**src/rtl/keypad_scanner.sv**
```systemverilog
// keypad_scanner -- row-scanning 4x4 matrix keypad front end with debounce.
//
// Drives one keypad row low at a time. Each row is held for SCAN_DIV cycles
// and the synchronized column lines are sampled on the last cycle of that
// slot. A single active column captures the key and freezes the scan. The key
// must then stay stable for DEBOUNCE_CYCLES samples before it is reported.
// Release is debounced the same way before scanning resumes at the next row.
//
// Ports:
//   clk         system clock, rising edge
//   reset       synchronous active-high reset
//   col_n[3:0]  column sense, active-low, asynchronous to clk
//   row_n[3:0]  row drive, active-low, exactly one bit low
//   row_onehot  row of the accepted key (0 when no key is accepted)
//   col_onehot  column of the accepted key (0 when no key is accepted)
//   key_valid   high while the accepted key is held, including release debounce
//   key_pressed one-cycle pulse per accepted press
module keypad_scanner #(
   parameter int SCAN_DIV        = 24000,
   parameter int DEBOUNCE_CYCLES = 480000
) (
   input  logic       clk,
   input  logic       reset,
   input  logic [3:0] col_n,
   output logic [3:0] row_n,
   output logic [3:0] row_onehot,
   output logic [3:0] col_onehot,
   output logic       key_valid,
   output logic       key_pressed
);

   localparam int SW = $clog2(SCAN_DIV + 1);
   localparam int DW = $clog2(DEBOUNCE_CYCLES + 1);
   localparam logic [SW-1:0] SLOT_LAST = SW'(SCAN_DIV - 1);
   localparam logic [DW-1:0] DB_LAST   = DW'(DEBOUNCE_CYCLES - 1);
   localparam logic [DW-1:0] DB_ONE    = DW'(1);

   typedef enum logic [1:0] {
      ST_SCAN,
      ST_PRESS_DB,
      ST_HELD,
      ST_RELEASE_DB
   } state_t;

   state_t          r_state, w_state_nxt;
   logic [3:0]      r_sync1, r_sync2;
   logic [1:0]      r_row_idx, w_row_idx_nxt;
   logic [SW-1:0]   r_slot, w_slot_nxt;
   logic [DW-1:0]   r_db, w_db_nxt;
   logic [1:0]      r_cap_col, w_cap_col_nxt;
   logic [3:0]      r_row_n;
   logic [3:0]      r_row_oh, w_row_oh_nxt;
   logic [3:0]      r_col_oh, w_col_oh_nxt;
   logic            r_valid, w_valid_nxt;
   logic            r_pressed, w_pressed_nxt;

   logic [3:0]      w_col_act;
   logic            w_single;
   logic [1:0]      w_col_enc;
   logic [3:0]      w_cap_oh;
   logic            w_cap_bit;

   assign w_col_act = ~r_sync2;
   // Exactly one bit set: nonzero and clearing the lowest set bit leaves zero.
   assign w_single  = (w_col_act != 4'b0000) &&
                      ((w_col_act & (w_col_act - 4'b0001)) == 4'b0000);
   assign w_cap_oh  = 4'b0001 << r_cap_col;
   assign w_cap_bit = w_col_act[r_cap_col];

   always_comb begin
      w_col_enc = 2'd0;
      if      (w_col_act[0]) w_col_enc = 2'd0;
      else if (w_col_act[1]) w_col_enc = 2'd1;
      else if (w_col_act[2]) w_col_enc = 2'd2;
      else if (w_col_act[3]) w_col_enc = 2'd3;
   end

   always_comb begin
      w_state_nxt   = r_state;
      w_row_idx_nxt = r_row_idx;
      w_slot_nxt    = r_slot;
      w_db_nxt      = r_db;
      w_cap_col_nxt = r_cap_col;
      w_row_oh_nxt  = r_row_oh;
      w_col_oh_nxt  = r_col_oh;
      w_valid_nxt   = r_valid;
      w_pressed_nxt = 1'b0;

      unique case (r_state)
         ST_SCAN: begin
            if (r_slot == SLOT_LAST) begin
               w_slot_nxt = '0;
               if (w_single) begin
                  // Row index stays put so row_n keeps driving the captured row.
                  w_state_nxt   = ST_PRESS_DB;
                  w_cap_col_nxt = w_col_enc;
                  w_db_nxt      = DB_ONE;
               end else begin
                  w_row_idx_nxt = r_row_idx + 2'd1;
               end
            end else begin
               w_slot_nxt = r_slot + 1'b1;
            end
         end

         ST_PRESS_DB: begin
            if (w_col_act == w_cap_oh) begin
               if (r_db == DB_LAST) begin
                  w_state_nxt   = ST_HELD;
                  w_db_nxt      = '0;
                  w_pressed_nxt = 1'b1;
                  w_valid_nxt   = 1'b1;
                  w_row_oh_nxt  = 4'b0001 << r_row_idx;
                  w_col_oh_nxt  = w_cap_oh;
               end else begin
                  w_db_nxt = r_db + 1'b1;
               end
            end else begin
               w_state_nxt   = ST_SCAN;
               w_row_idx_nxt = r_row_idx + 2'd1;
               w_slot_nxt    = '0;
               w_db_nxt      = '0;
            end
         end

         ST_HELD: begin
            // Only the captured column matters; other keys are ignored.
            if (!w_cap_bit) begin
               w_state_nxt = ST_RELEASE_DB;
               w_db_nxt    = DB_ONE;
            end
         end

         ST_RELEASE_DB: begin
            if (w_cap_bit) begin
               w_state_nxt = ST_HELD;
               w_db_nxt    = '0;
            end else if (r_db == DB_LAST) begin
               w_state_nxt   = ST_SCAN;
               w_row_idx_nxt = r_row_idx + 2'd1;
               w_slot_nxt    = '0;
               w_db_nxt      = '0;
               w_valid_nxt   = 1'b0;
               w_row_oh_nxt  = 4'b0000;
               w_col_oh_nxt  = 4'b0000;
            end else begin
               w_db_nxt = r_db + 1'b1;
            end
         end

         default: w_state_nxt = ST_SCAN;
      endcase
   end

   always_ff @(posedge clk) begin
      if (reset) begin
         r_state   <= ST_SCAN;
         r_sync1   <= 4'b1111;
         r_sync2   <= 4'b1111;
         r_row_idx <= 2'd0;
         r_slot    <= '0;
         r_db      <= '0;
         r_cap_col <= 2'd0;
         r_row_n   <= 4'b1110;
         r_row_oh  <= 4'b0000;
         r_col_oh  <= 4'b0000;
         r_valid   <= 1'b0;
         r_pressed <= 1'b0;
      end else begin
         r_state   <= w_state_nxt;
         r_sync1   <= col_n;
         r_sync2   <= r_sync1;
         r_row_idx <= w_row_idx_nxt;
         r_slot    <= w_slot_nxt;
         r_db      <= w_db_nxt;
         r_cap_col <= w_cap_col_nxt;
         // Row drive is registered from the next row index so it moves in
         // lockstep with the scan position.
         r_row_n   <= ~(4'b0001 << w_row_idx_nxt);
         r_row_oh  <= w_row_oh_nxt;
         r_col_oh  <= w_col_oh_nxt;
         r_valid   <= w_valid_nxt;
         r_pressed <= w_pressed_nxt;
      end
   end

   assign row_n       = r_row_n;
   assign row_onehot  = r_row_oh;
   assign col_onehot  = r_col_oh;
   assign key_valid   = r_valid;
   assign key_pressed = r_pressed;

endmodule
```
**config.mk**
```make
export PLATFORM = sky130hd
export DESIGN_NAME = keypad_scanner
export DESIGN_NICKNAME = d
export VERILOG_FILES = /design/src/rtl/keypad_scanner.sv
export SDC_FILE = /design/constraint.sdc
export NUM_CORES = 1
export LEC_CHECK = 0
export BUFFER_PORTS_ARGS = -buffer_cell sky130_fd_sc_hd__buf_2
export CORE_MARGIN = 2
export CORE_UTILIZATION = 37
export DETAILED_ROUTE_END_ITERATION = 8
export PLACE_DENSITY = 0.59
export SLEW_MARGIN = 20
export SYNTH_ARGS = -nofsm -noshare
export SYNTH_HDL_FRONTEND = slang
export SYNTH_SLANG_ARGS = --single-unit
```
**constraint.sdc**
```tcl
create_clock -name clk -period 2.55 [get_ports clk]
set_input_delay 0.255 -clock clk [delete_from_list [all_inputs] [get_ports clk]]
set_output_delay 0.255 -clock clk [all_outputs]
set_load 0.02 [all_outputs]
```
# After elaboration in Yosys (flattened, before gate mapping)
# Cells that the tools add are included.
dict set report totals {
  ff_bits 62
  inputBits 6
  output_inout_bits 14
  elab_cells 99
}
dict set report op_classes {
  addsub 4
  n_lt_le_gt_ge 1
  eq_ne 16
  n_shift 3
  n_mux 46
  bitwise_logic 5
  n_reduce_logical 12
}
# operator count
set op_table {}
lappend op_table {{19-bit two-way mux} 6}
lappend op_table {{19-bit case mux with 4 select lines} 1}
lappend op_table {{15-bit two-way mux} 4}
lappend op_table {{15-bit case mux with 3 select lines} 1}
lappend op_table {{2-bit two-way mux} 16}
lappend op_table {{4-bit two-way mux} 6}
lappend op_table {{19-bit by 1-bit adder with 19-bit output, second input constant} 1}
lappend op_table {{19-bit equality test, second input constant} 1}
lappend op_table {{2-bit inequality test, second input constant} 8}
lappend op_table {{4-bit case mux with 2 select lines} 2}
lappend op_table {{15-bit by 1-bit adder with 15-bit output, second input constant} 1}
lappend op_table {{15-bit equality test, second input constant} 1}
lappend op_table {{1-bit by 2-bit left shift with 4-bit output, first input constant} 3}
lappend op_table {{5-bit AND reduction} 2}
lappend op_table {{4-bit NOT} 2}
lappend op_table {{2-bit case mux with 4 select lines} 1}
lappend op_table {{1-bit two-way mux} 6}
lappend op_table {{3-bit inequality test, second input constant} 2}
lappend op_table {{2-bit case mux with 3 select lines} 1}
lappend op_table {{3-bit AND reduction} 2}
lappend op_table {{4-bit bitwise AND} 1}
lappend op_table {{2-bit equality test, second input constant} 2}
lappend op_table {{4-bit equality test} 1}
lappend op_table {{4-bit zero test} 1}
lappend op_table {{14 further kinds} 15}

# Logic depth before layout (Yosys ltp)
dict set report logic_depth {
  ltp_word 10
  ltp_mapped 9
  ltp_nobuf 7
}

# Worst setup path before layout
# Ideal clock, no wire load.
dict set report synth_timing {
  kind {reg-to-reg}
  startpoint {register r_slot[0]}
  endpoint {register r_db[11]}
  setup_time_ps 117
  t_arrival_ps 2119
  required_ps 2433
  setup_slack_ps 314
  path_stages_with_launch 10
  n_path_buf 2
  period_less_slack_ps 2236
  cell_sequence {dfxtp_1 ha_1 nand3_2 or2_0 clkbuf_1 or4_1 nand2_1 a21o_1 buf_2 nor2_1}
}
dict set report synth_between {
  elab_chain_len 3
}
# item line
set synth_rtl {}
lappend synth_rtl {{start, declared} 48} ;# logic [SW-1:0] r_slot, w_slot_nxt;
lappend synth_rtl {{start signal, assigned} 174} ;# r_slot <= w_slot_nxt;
lappend synth_rtl {{15-bit equality test} 91} ;# if (r_slot == SLOT_LAST) begin
lappend synth_rtl {{2-bit inequality test (no line)} n/a}
lappend synth_rtl {{3-bit AND reduction (no line)} n/a}
lappend synth_rtl {{end signal, assigned} 175} ;# r_db <= w_db_nxt;
lappend synth_rtl {{end, declared} 49} ;# logic [DW-1:0] r_db, w_db_nxt;
# Every way passes these cells.
# A chain may end at the register's enable or synchronous reset.

# Worst setup path in the final report
dict set report layout_timing {
  startpoint {register r_slot[1]}
  endpoint {register r_row_n[2] (netlist: row_n[2])}
}
dict set report layout_between {
  elab_chain_len 5
}
# item line
set layout_rtl {}
lappend layout_rtl {{15-bit equality test} 91}
lappend layout_rtl {{2-bit two-way mux} 91}
lappend layout_rtl {{2-bit case mux with 3 select lines} 89} ;# unique case (r_state)
lappend layout_rtl {{1-bit by 2-bit left shift with 4-bit output} 179} ;# r_row_n <= ~(4'b0001 << w_row_idx_nxt);
lappend layout_rtl {{4-bit NOT} 179}
lappend layout_rtl {{end signal, assigned} 179}
lappend layout_rtl {{end, declared} 51} ;# logic [3:0] r_row_n;
# Every way passes these cells.

==> flow_summary.toml <==
[routing]
postRouteWirelength_um = 7110
drt_first_pass_iters = 4
route.detailed.drc = 0
vias = 2888
drtIter0Drc = 122
vias_per_cell = 5.53
wl_per_cell_um = 13.6
drtAntennaViolNets = 0

[sta]
tightest_slew_ns = 0.660
maxSlewHeadroom = 0.560
report.final.slew_viol_count = 0
fin_crit_sh = 0.931
setup_violations = 0
period_needed_ns = 2.38
hold_ws_ns = 0.0949
timing.fmax_mhz = 421
worst_slack_ns = 0.175
grt_setup_unrepaired = "no"
fin_skew_ns = 0.0114
finalSetupTns_ns = 0
hold_viol_final = 0

[global_route]
grt_max_degree = 36
antenna_found_initial = 0
grt_pass1_wl_um = 12200
grt_pass1_vias = 2573
grt_overflow = 0
grtUsageTotal = 0.170

[clock_tree]
clockRootBuffer = "clkbuf_8"
clock_path_buffers = 2
clock-sinks = 62
cts_hold_buf = 0
cts_tree = "done"
cts_made_buffers = 9
htreeDepth = 3
clock_latency_ns = 0.34
cts.clk_slew.worst_paths_ns = 0.07

[pwr]
switchingPower_mw = 0.512
p_comb_frac = 0.092
internal_power_mw = 1.41
ir_drop_v = 0.000335
pwr_density_cell_nw_per_um2 = 533
power.leakage_nw = 1.26
power_frac_seq = 0.528
clock_power_share = 0.380
p_sw_frac = 0.267

[cells_and_area]
layout_commonest_cell = "dfxtp_1"
antenna_cells = 0
layout-drive-gt1-share = 0.170
syn_to_final_growth_pct = 15.4
layout_common_cells = "dfxtp_1, a21oi_1, nand2_1"
final_nets = 424

[setup_path]
path_class = "reg -> reg"
crit_required_ns = 2.77
rrSetupSlack_ns = 0.17
crit_chain = "ha_1, nand3_2, or2_1, a2111oi_2, nand2_1, buf_4, a2111oi_0, a21oi_1"
crit_fanout = 8
cp-start-kind = "flop"
r2r_cells = 8
cp_slowest_cell = "a2111oi_0"
endpoint_kind = "flop"
r2r_end = "row_n[2]"
worstReg2RegStart = "r_slot[1]"
critPathArrivalTime_ns = 2.59
critical-path-max-stage-delay_ns = 0.42

[worst_hold_path]
min_path_cells = 2
min_to = "r_sync1[3]"
hold_class = "in -> reg"
hold_start = "col_n[3]"

[status]
outcome = "completed"

[synthesis]
synth_warnings = 0
yosysSeqAreaShare = 0.399
ys.flop_type = "dfxtp_1"
syn_avg_cell_area_um2 = 8.13
ys_ff_latch = 62
syn_nets = 395
syn_area_um2 = 3110
synth_edf_count = 0
synthArstFlopShare = 0
syn_inst = 383
synth_cell_types = 60

[floorplanning]
die_h_um = 95.7
num_io_pins = 20
start_util = 0.381
die_area_um2 = 9170
core.rowCount = 33
core_region_area_um2 = 8180
dieWidth_um = 95.7

[placed_design]
port_buffers = 19
globalplace.congestion = 0.829
place_hpwl_um = 5000
dp_slack_ns = -0.0201

[run]
maxCapViolCount = 0
area by class of cell:
class	count	area (um^2)
fill	843	4580
multi-input combinational	292	1770
sequential	62	1240
timing repair buffer	37	243
tap	105	131
clock buffer	10	128
clock inverter	6	38.8
inverter	10	37.5
stage by stage:
step                power [mW]  cells  cell area [um^2]  utilization
floorplan                 1.15    383              3110            -
global placement          1.20    505              3400        0.416
detailed placement        1.21    505              3400        0.416
CTS                       1.94    521              3570        0.437
global route              2.01    522              3590        0.440
finish                    1.92    522              3590        0.440
power by group through the flow:
stage / combinational [mW] / clock [mW] / sequential, mW
floorplan: 0.119 / 0 / 1.03
global placement: 0.173 / 0 / 1.03
detailed placement: 0.174 / 0 / 1.03
CTS: 0.175 / 0.759 / 1.01
global route: 0.196 / 0.800 / 1.02
finish: 0.176 / 0.729 / 1.01
per-layer routing:
metal / up-vias / global-route usage / routed length (um)
li1: 1463 / - / -
met1: 1364 / 0.227 / 3320
met2: 56 / 0.273 / 3410
met3: 5 / 0.0470 / 323
met4: 0 / 0.0393 / 56
met5: - / 0 / 0
cell usage after synthesis (6+ instances only):
master | count | area share
or2_2 | 8 | 0.016
inv_1 | 8 | 0.0096
nand4_1 | 6 | 0.012
ha_1 | 6 | 0.024
and2_1 | 7 | 0.014
nand2_1 | 34 | 0.041
a2111oi_0 | 6 | 0.017
and3_1 | 8 | 0.016
or3_1 | 10 | 0.020
nor3_1 | 12 | 0.019
nor2_1 | 32 | 0.039
dfxtp_1 | 62 | 0.40
nand3_1 | 22 | 0.035
o21ai_0 | 19 | 0.031
a21oi_1 | 44 | 0.071
xnor2_1 | 6 | 0.017
clkbuf_1 | 13 | 0.016
worst max-delay path, delay by kind of cell, from the launching register on:
kind                       cells  cell delay, ns
AOI/OAI and AO/OA              3            0.90
adders and majority gates      1            0.22
buffers and inverters          1            0.17
DFF                            1            0.39
and+or+nand+nor                3            0.57
what timing repair did:
| item | 4_1_cts | 5_1_grt |
|---|---|---|
| pin swaps | 0 | 1 |
| setup buffers | 0 | 1 |
| setup endpoints to repair | 4 | 12 |
| resized for setup | 1 | 5 |
| hold endpoints to repair | 0 | 0 |
sequential cells by signal (all words and copies together), names as in the netlist, 4 cells and up:
register,count
r_slot,15
col_onehot,4
r_sync1,4
row_n,4
row_onehot,4
r_sync2,4
r_db,19
kinds of logic (layout without fill, tap and decap cells):
group / count (synthesis) / count (layout) / synth area share
xor gates and xnor gates: 9 / 9 / 0.0253
adders and majority gates: 6 / 6 / 0.0241
AOI/OAI and AO/OA: 105 / 105 / 0.210
muxes: 3 / 3 / 0.0137
buffers and inverters: 29 / 63 / 0.0370
and+or+nand+nor: 169 / 169 / 0.292
DFF: 62 / 62 / 0.399
worst max path at each step:
stage	to	slack [ns]	cells after the start	start
global placement	row_n[0]	0.04	7	r_slot[0]
global route	r_db[3]	0.007	8	r_slot[1]
CTS	row_n[1]	0.05	7	r_slot[0]
floorplan	r_db[11]	0.31	9	r_slot[0]
detailed placement	row_n[1]	-0.02	7	r_slot[0]
finish	row_n[2]	0.17	8	r_slot[1]
Note: power is estimated with default switching activity, not from simulation.
